==> src/rtl/imem_loader_if.sv <==
// imem_loader_if: byte-stream input and instruction-memory write port of the loader.
// slave  = loader side (consumes bytes, drives the write port)
// master = environment side (drives bytes, observes writes)
interface imem_loader_if;
   logic [7:0]  byte_in;
   logic        byte_valid;
   logic        byte_ready;
   logic        wr_en;
   logic [31:0] wr_addr;
   logic [31:0] wr_data;

   modport slave (
      input  byte_in, byte_valid,
      output byte_ready, wr_en, wr_addr, wr_data
   );

   modport master (
      output byte_in, byte_valid,
      input  byte_ready, wr_en, wr_addr, wr_data
   );
endinterface

==> src/rtl/imem_loader.sv <==
// imem_loader: packs an MSB-first byte stream into 32-bit instruction words,
// writes them to instruction memory and holds the CPU fetch stage meanwhile.
// Build macro IMEM_LOADER_CHECKSUM_EN enables the running XOR checksum;
// without it the checksum port is tied to zero.
module imem_loader #(
   parameter int unsigned DEPTH     = 16,
   parameter logic [31:0] BASE_ADDR = 32'h0
) (
   input  logic         clk,
   input  logic         rst,
   input  logic         start,
   input  logic [4:0]   num_words,
   input  logic         abort,
   imem_loader_if.slave bus,
   output logic         cpu_hold,
   output logic         busy,
   output logic         done,
   output logic [4:0]   words_loaded,
   output logic [31:0]  checksum
);
   // Word count is 5 bits wide, so the usable depth saturates at 31 words.
   localparam int unsigned WORD_CAP = (DEPTH > 31) ? 31 : DEPTH;

   typedef enum logic [1:0] {IDLE, LOAD, FLUSH, DONE} state_e;

   state_e      state_q, state_d;
   logic [1:0]  byte_cnt_q, byte_cnt_d;
   logic [23:0] shift_q, shift_d;
   logic [4:0]  n_q, n_d;
   logic [4:0]  words_q, words_d;
   logic        wr_en_q, wr_en_d;
   logic [31:0] wr_addr_q, wr_addr_d;
   logic [31:0] wr_data_q, wr_data_d;
   logic        busy_q, busy_d;
   logic        hold_q, hold_d;
   logic        done_q, done_d;
   logic [31:0] word_c;

   // Next-state, byte packing and write-port computation.
   always_comb begin
      state_d    = state_q;
      byte_cnt_d = byte_cnt_q;
      shift_d    = shift_q;
      n_d        = n_q;
      words_d    = words_q;
      wr_en_d    = 1'b0;
      wr_addr_d  = wr_addr_q;
      wr_data_d  = wr_data_q;
      word_c     = {shift_q, bus.byte_in};

      unique case (state_q)
         IDLE: begin
            if (start) begin
               n_d        = (num_words > 5'(WORD_CAP)) ? 5'(WORD_CAP) : num_words;
               byte_cnt_d = 2'd0;
               words_d    = 5'd0;
               state_d    = (n_d == 5'd0) ? DONE : LOAD;
            end
         end
         LOAD: begin
            // Abort wins over a byte offered in the same cycle; partial word dropped.
            if (abort) begin
               state_d    = IDLE;
               byte_cnt_d = 2'd0;
            end else if (bus.byte_valid) begin
               byte_cnt_d = byte_cnt_q + 2'd1;
               shift_d    = {shift_q[15:0], bus.byte_in};
               if (byte_cnt_q == 2'd3) begin
                  wr_en_d   = 1'b1;
                  wr_data_d = word_c;
                  wr_addr_d = BASE_ADDR + (32'(words_q) << 2);
                  words_d   = words_q + 5'd1;
                  if (words_d == n_q) begin
                     state_d = FLUSH;
                  end
               end
            end
         end
         FLUSH:   state_d = DONE;
         DONE:    state_d = IDLE;
         default: state_d = IDLE;
      endcase

      busy_d = (state_d != IDLE);
      hold_d = (state_d != IDLE);
      done_d = (state_d == DONE);
   end

   // State and registered-output flops.
   always_ff @(posedge clk or negedge rst) begin
      if (!rst) begin
         state_q    <= IDLE;
         byte_cnt_q <= 2'd0;
         shift_q    <= 24'd0;
         n_q        <= 5'd0;
         words_q    <= 5'd0;
         wr_en_q    <= 1'b0;
         wr_addr_q  <= 32'd0;
         wr_data_q  <= 32'd0;
         busy_q     <= 1'b0;
         hold_q     <= 1'b0;
         done_q     <= 1'b0;
      end else begin
         state_q    <= state_d;
         byte_cnt_q <= byte_cnt_d;
         shift_q    <= shift_d;
         n_q        <= n_d;
         words_q    <= words_d;
         wr_en_q    <= wr_en_d;
         wr_addr_q  <= wr_addr_d;
         wr_data_q  <= wr_data_d;
         busy_q     <= busy_d;
         hold_q     <= hold_d;
         done_q     <= done_d;
      end
   end

   assign bus.byte_ready = (state_q == LOAD);
   assign bus.wr_en      = wr_en_q;
   assign bus.wr_addr    = wr_addr_q;
   assign bus.wr_data    = wr_data_q;
   assign busy           = busy_q;
   assign cpu_hold       = hold_q;
   assign done           = done_q;
   assign words_loaded   = words_q;

`ifdef IMEM_LOADER_CHECKSUM_EN
   logic        load_start_c;
   logic [31:0] checksum_q, checksum_d;

   assign load_start_c = (state_q == IDLE) && start;

   // Running XOR of every word written; cleared only by an accepted start.
   always_comb begin
      checksum_d = checksum_q;
      if (load_start_c) begin
         checksum_d = 32'd0;
      end else if (wr_en_d) begin
         checksum_d = checksum_q ^ wr_data_d;
      end
   end

   // Checksum register.
   always_ff @(posedge clk or negedge rst) begin
      if (!rst) begin
         checksum_q <= 32'd0;
      end else begin
         checksum_q <= checksum_d;
      end
   end

   assign checksum = checksum_q;
`else
   assign checksum = 32'd0;
`endif
endmodule

==> src/flat_wrapper.sv <==
// flat-port wrapper written by rule: the top's interface ports become plain ports
module imem_loader_flat 
#(
   parameter int unsigned DEPTH     = 16,
   parameter logic [31:0] BASE_ADDR = 32'h0
)
  (clk, rst, start, num_words, abort, cpu_hold, busy, done, words_loaded, checksum, bus_byte_in, bus_byte_valid, bus_byte_ready, bus_wr_en, bus_wr_addr, bus_wr_data);
  imem_loader_if bus_i ();
  input  logic clk;
  input  logic rst;
  input  logic start;
  input  logic [4:0] num_words;
  input  logic abort;
  output logic cpu_hold;
  output logic busy;
  output logic done;
  output logic [4:0] words_loaded;
  output logic [31:0] checksum;
  input wire logic [$bits(bus_i.byte_in)-1:0] bus_byte_in;
  input wire logic [$bits(bus_i.byte_valid)-1:0] bus_byte_valid;
  output wire logic [$bits(bus_i.byte_ready)-1:0] bus_byte_ready;
  output wire logic [$bits(bus_i.wr_en)-1:0] bus_wr_en;
  output wire logic [$bits(bus_i.wr_addr)-1:0] bus_wr_addr;
  output wire logic [$bits(bus_i.wr_data)-1:0] bus_wr_data;
  assign bus_i.byte_in = bus_byte_in;
  assign bus_i.byte_valid = bus_byte_valid;
  assign bus_byte_ready = bus_i.byte_ready;
  assign bus_wr_en = bus_i.wr_en;
  assign bus_wr_addr = bus_i.wr_addr;
  assign bus_wr_data = bus_i.wr_data;
  imem_loader #(.DEPTH(DEPTH), .BASE_ADDR(BASE_ADDR)) u_core (.clk(clk), .rst(rst), .start(start), .num_words(num_words), .abort(abort), .bus(bus_i), .cpu_hold(cpu_hold), .busy(busy), .done(done), .words_loaded(words_loaded), .checksum(checksum));
endmodule
==> config.mk <==
export PLATFORM = sky130hd
export DESIGN_NAME = imem_loader_flat
export DESIGN_NICKNAME = d
export VERILOG_FILES = /design/src/rtl/imem_loader_if.sv /design/src/rtl/imem_loader.sv /design/src/flat_wrapper.sv
export SDC_FILE = /design/constraint.sdc
export NUM_CORES = 1
export LEC_CHECK = 0
export ABC_AREA = 1
export BUFFER_PORTS_ARGS = -buffer_cell sky130_fd_sc_hd__buf_2
export CAP_MARGIN = 30
export CORE_ASPECT_RATIO = 1.2
export CORE_UTILIZATION = 40
export DETAILED_ROUTE_END_ITERATION = 10
export GPL_TIMING_DRIVEN = 0
export MAX_ROUTING_LAYER = met4
export PLACE_DENSITY_LB_ADDON = 0.05
export SETUP_SLACK_MARGIN = 0.4
export SLEW_MARGIN = 20
export SYNTH_ARGS = -nofsm -noshare
export SYNTH_HDL_FRONTEND = slang
export SYNTH_SLANG_ARGS = --single-unit
==> constraint.sdc <==
create_clock -name clk -period 1.7 [get_ports clk]
set_input_delay 0.17 -clock clk [delete_from_list [all_inputs] [get_ports clk]]
set_output_delay 0.17 -clock clk [all_outputs]
set_load 0.02 [all_outputs]
==> reports/summary.txt <==
Port buffer count = 64
DRC violation total after the first TritonRoute iteration = 165
Gr usage total = 0.183
Startpoint types = register
CP endpoint kind = register
Peak VDD IR = 601 uV
Routed WL = 8.49 mm
Synth warn = 0
Simple-gate share of the synthesized area = 0.148
Final Worst Setup Slack = 0.183 ns
Hold Crit Class = input port to register
RSZ-0062 raised after global routing = true
Vias in the first global route = 2557
Synth Area in Adders = 0.00700
Leakage = 2.85 nW
Placed insts = 642
Max Clock Freq = 659 MHz
Kind of critical path = register to register
Die Ht = 106 um
Final worst path period share = 0.892
Clock skew = 0.0126 ns
CTS tree = done
Synthesized instance count = 402
Final #Nets = 578
Core area = 8610 sq um
Multiplexer share of the synthesized area = 0
Clk sinks = 78
RD Place Congestion = 0.802
Commonest cells after routing, fill and taps aside = nand2_1 (80), dfrtp_1 (75), buf_4 (73)
Initial antenna violation count = 0
Vias per inst = 4.22
Fin crit period = 1.52 ns
Final Slew Violations = 0
Synth Area in Compound Gates = 0.0997
Status = complete, no violations
Clock latency on the worst-skew pair = 0.35 ns
Power Total = 5.09 mW
Num ports = 124
Synth unique cells = 22
H-tree depth = 3
Die footprint = 9320 sq um
Mapped cell area = 3580 sq um
Largest net degree at the start of global routing = 44
Max-cap violation count = 0
Via count = 2870
Crit path DAT = 1.79 ns
Actual slew at the worst max-slew pin = 0.568 ns
Syn Area/Cell = 8.90 sq um
Die span in x = 88.3 um
Overflow after GRT = 0
Diodes inserted = 0
Initial Util = 0.415
CTS clk-pin slew, worst paths = 0.08 ns
Critical Path Fanout Max = 7
CTS Buf Count = 9
Most common cell after layout, fill and taps aside = nand2_1
Remaining antenna violation count = 0
Root buf cell = clkbuf_8
First drt pass iteration count = 4
Final setup violation count = 0
Req. time, crit path = 1.97 ns
Clk buf depth = 2
Final hold vios = 0
DP HPWL = 5.55 mm
Residual DRC = 0
Post-synthesis sequential area ratio = 0.546
Synth Area in XOR/XNOR = 0
Flip-flop and latch count after synthesis = 78
Final std cells w/o fill = 680
Main combinational cell family by area after synthesis = buffers and inverters
First-pass GRT wire length = 12.5 mm
Share of layout cells above drive strength 1 = 0.393
Row cnt = 37
PwrDens = 1000 nW/um^2
Drt wl/cell = 12.5 um
Pre-CTS WS = 0.136 ns
Synth-to-Final Area Change = 41.5%
Slew HR = 0.621
==> cell usage after synthesis <==
cell type	number	share of area
nand2_1	100	0.10
dfrtp_1	78	0.55
buf_4	61	0.13
inv_1	48	0.050
o21ai_0	32	0.045
o21ai_1	23	0.032
nor2_1	14	0.015
nand3_1	8	0.011
clkbuf_1	7	0.0073
o22ai_1	7	0.012
a21oi_1	4	0.0056
nand4_1	4	0.0070
buf_2	3	0.0042
buf_6	2	0.0063
ha_1	2	0.0070
inv_2	2	0.0021
nor2_4	2	0.0063
a32o_1	1	0.0028
conb_1	1	0.0010
nand2_2	1	0.0018
nand3b_1	1	0.0021
o21bai_1	1	0.0021
==> routing by layer <==
layer | track usage | vias to the layer above | share of wire
met5 | - | - | 0
met2 | 0.291 | 85 | 0.51
met3 | 0.0470 | 12 | 0.051
met4 | 0.0576 | 0 | 0.019
met1 | 0.228 | 1322 | 0.42
li1 | - | 1451 | -
==> worst max-delay path, stage by stage, from the launching register on <==
cell       delay (ns)
dfrtp_1          0.37
ha_2             0.18
nand2_2          0.07
nor2_2           0.11
inv_2            0.06
nor2_4           0.13
inv_4            0.09
buf_12           0.15
clkbuf_16        0.15
o22ai_1          0.14
==> kinds of logic (layout without fill, tap and decap cells) <==
logic type,count (synthesis),after routing
fa+ha+maj,2,2
other cells,1,59
compound gates,68,68
buf+inv,123,226
flops,78,78
simple gates,130,130
==> sequential cells by signal, summed over array words and instances (netlist names) <==
signal and count:
u_core.bus.wr_addr 5, u_core.bus.wr_data 32, u_core.bus.wr_en 1, u_core.busy 1, u_core.byte_cnt_q 2, u_core.done 1, u_core.n_q 5, u_core.shift_q 24
u_core.state_q 2, u_core.words_loaded 5
==> metrics by stage <==
stage                      util  hold WS, ns  instance area (sq um)  setup TNS, ns
final                     0.588       0.0721                   5060              0
after global routing      0.588       0.0748                   5060              0
after CTS                 0.550       0.0667                   4740              0
after detailed placement  0.500        0.206                   4310              0
after global placement    0.498        0.432                   4290         -10.32
after floorplan               -       -0.126                   3820              0
==> repair_timing <==
item	in CTS	in global routing
setup buffers	10	4
gates resized for setup	36	61
hold endpoints to repair	42	0
gates cloned	1	6
hold buffers	1	0
pin swaps	2	5
setup endpoints to repair	71	76
==> final timing paths <==
check | from | endpoint | slack, ns | depth (start not counted)
hold reg to reg | u_core.bus.wr_data[29] | u_core.bus.wr_data[29] | 0.46 | 2
hold / removal | bus_byte_in[0] | u_core.shift_q[0] | 0.07 | 3
setup / recovery | u_core.byte_cnt_q[0] | u_core.words_loaded[2] | 0.18 | 9
min in group asynchronous | rst | u_core.done | 0.36 | 2
setup reg to reg | u_core.byte_cnt_q[0] | u_core.words_loaded[2] | 0.18 | 9
max in group asynchronous | rst | u_core.shift_q[13] | 0.74 | 3
==> area by class of cell <==
cell class | instances | area (sq um)
fillers | 790 | 3550
repair buffers | 87 | 644
clock buffers | 13 | 169
clock inverters | 3 | 65.1
multi-input cells | 259 | 1280
plain buffers | 73 | 611
inverters | 50 | 190
flip-flops and latches | 78 | 1960
well taps | 117 | 146
==> power breakdown <==
part           total [mW]  internal (mW)  switching (mW)
registers            2.38           2.17           0.210
logic                1.08          0.443           0.638
clock network        1.62          0.947           0.677
Power figures use the tool's default switching activity.
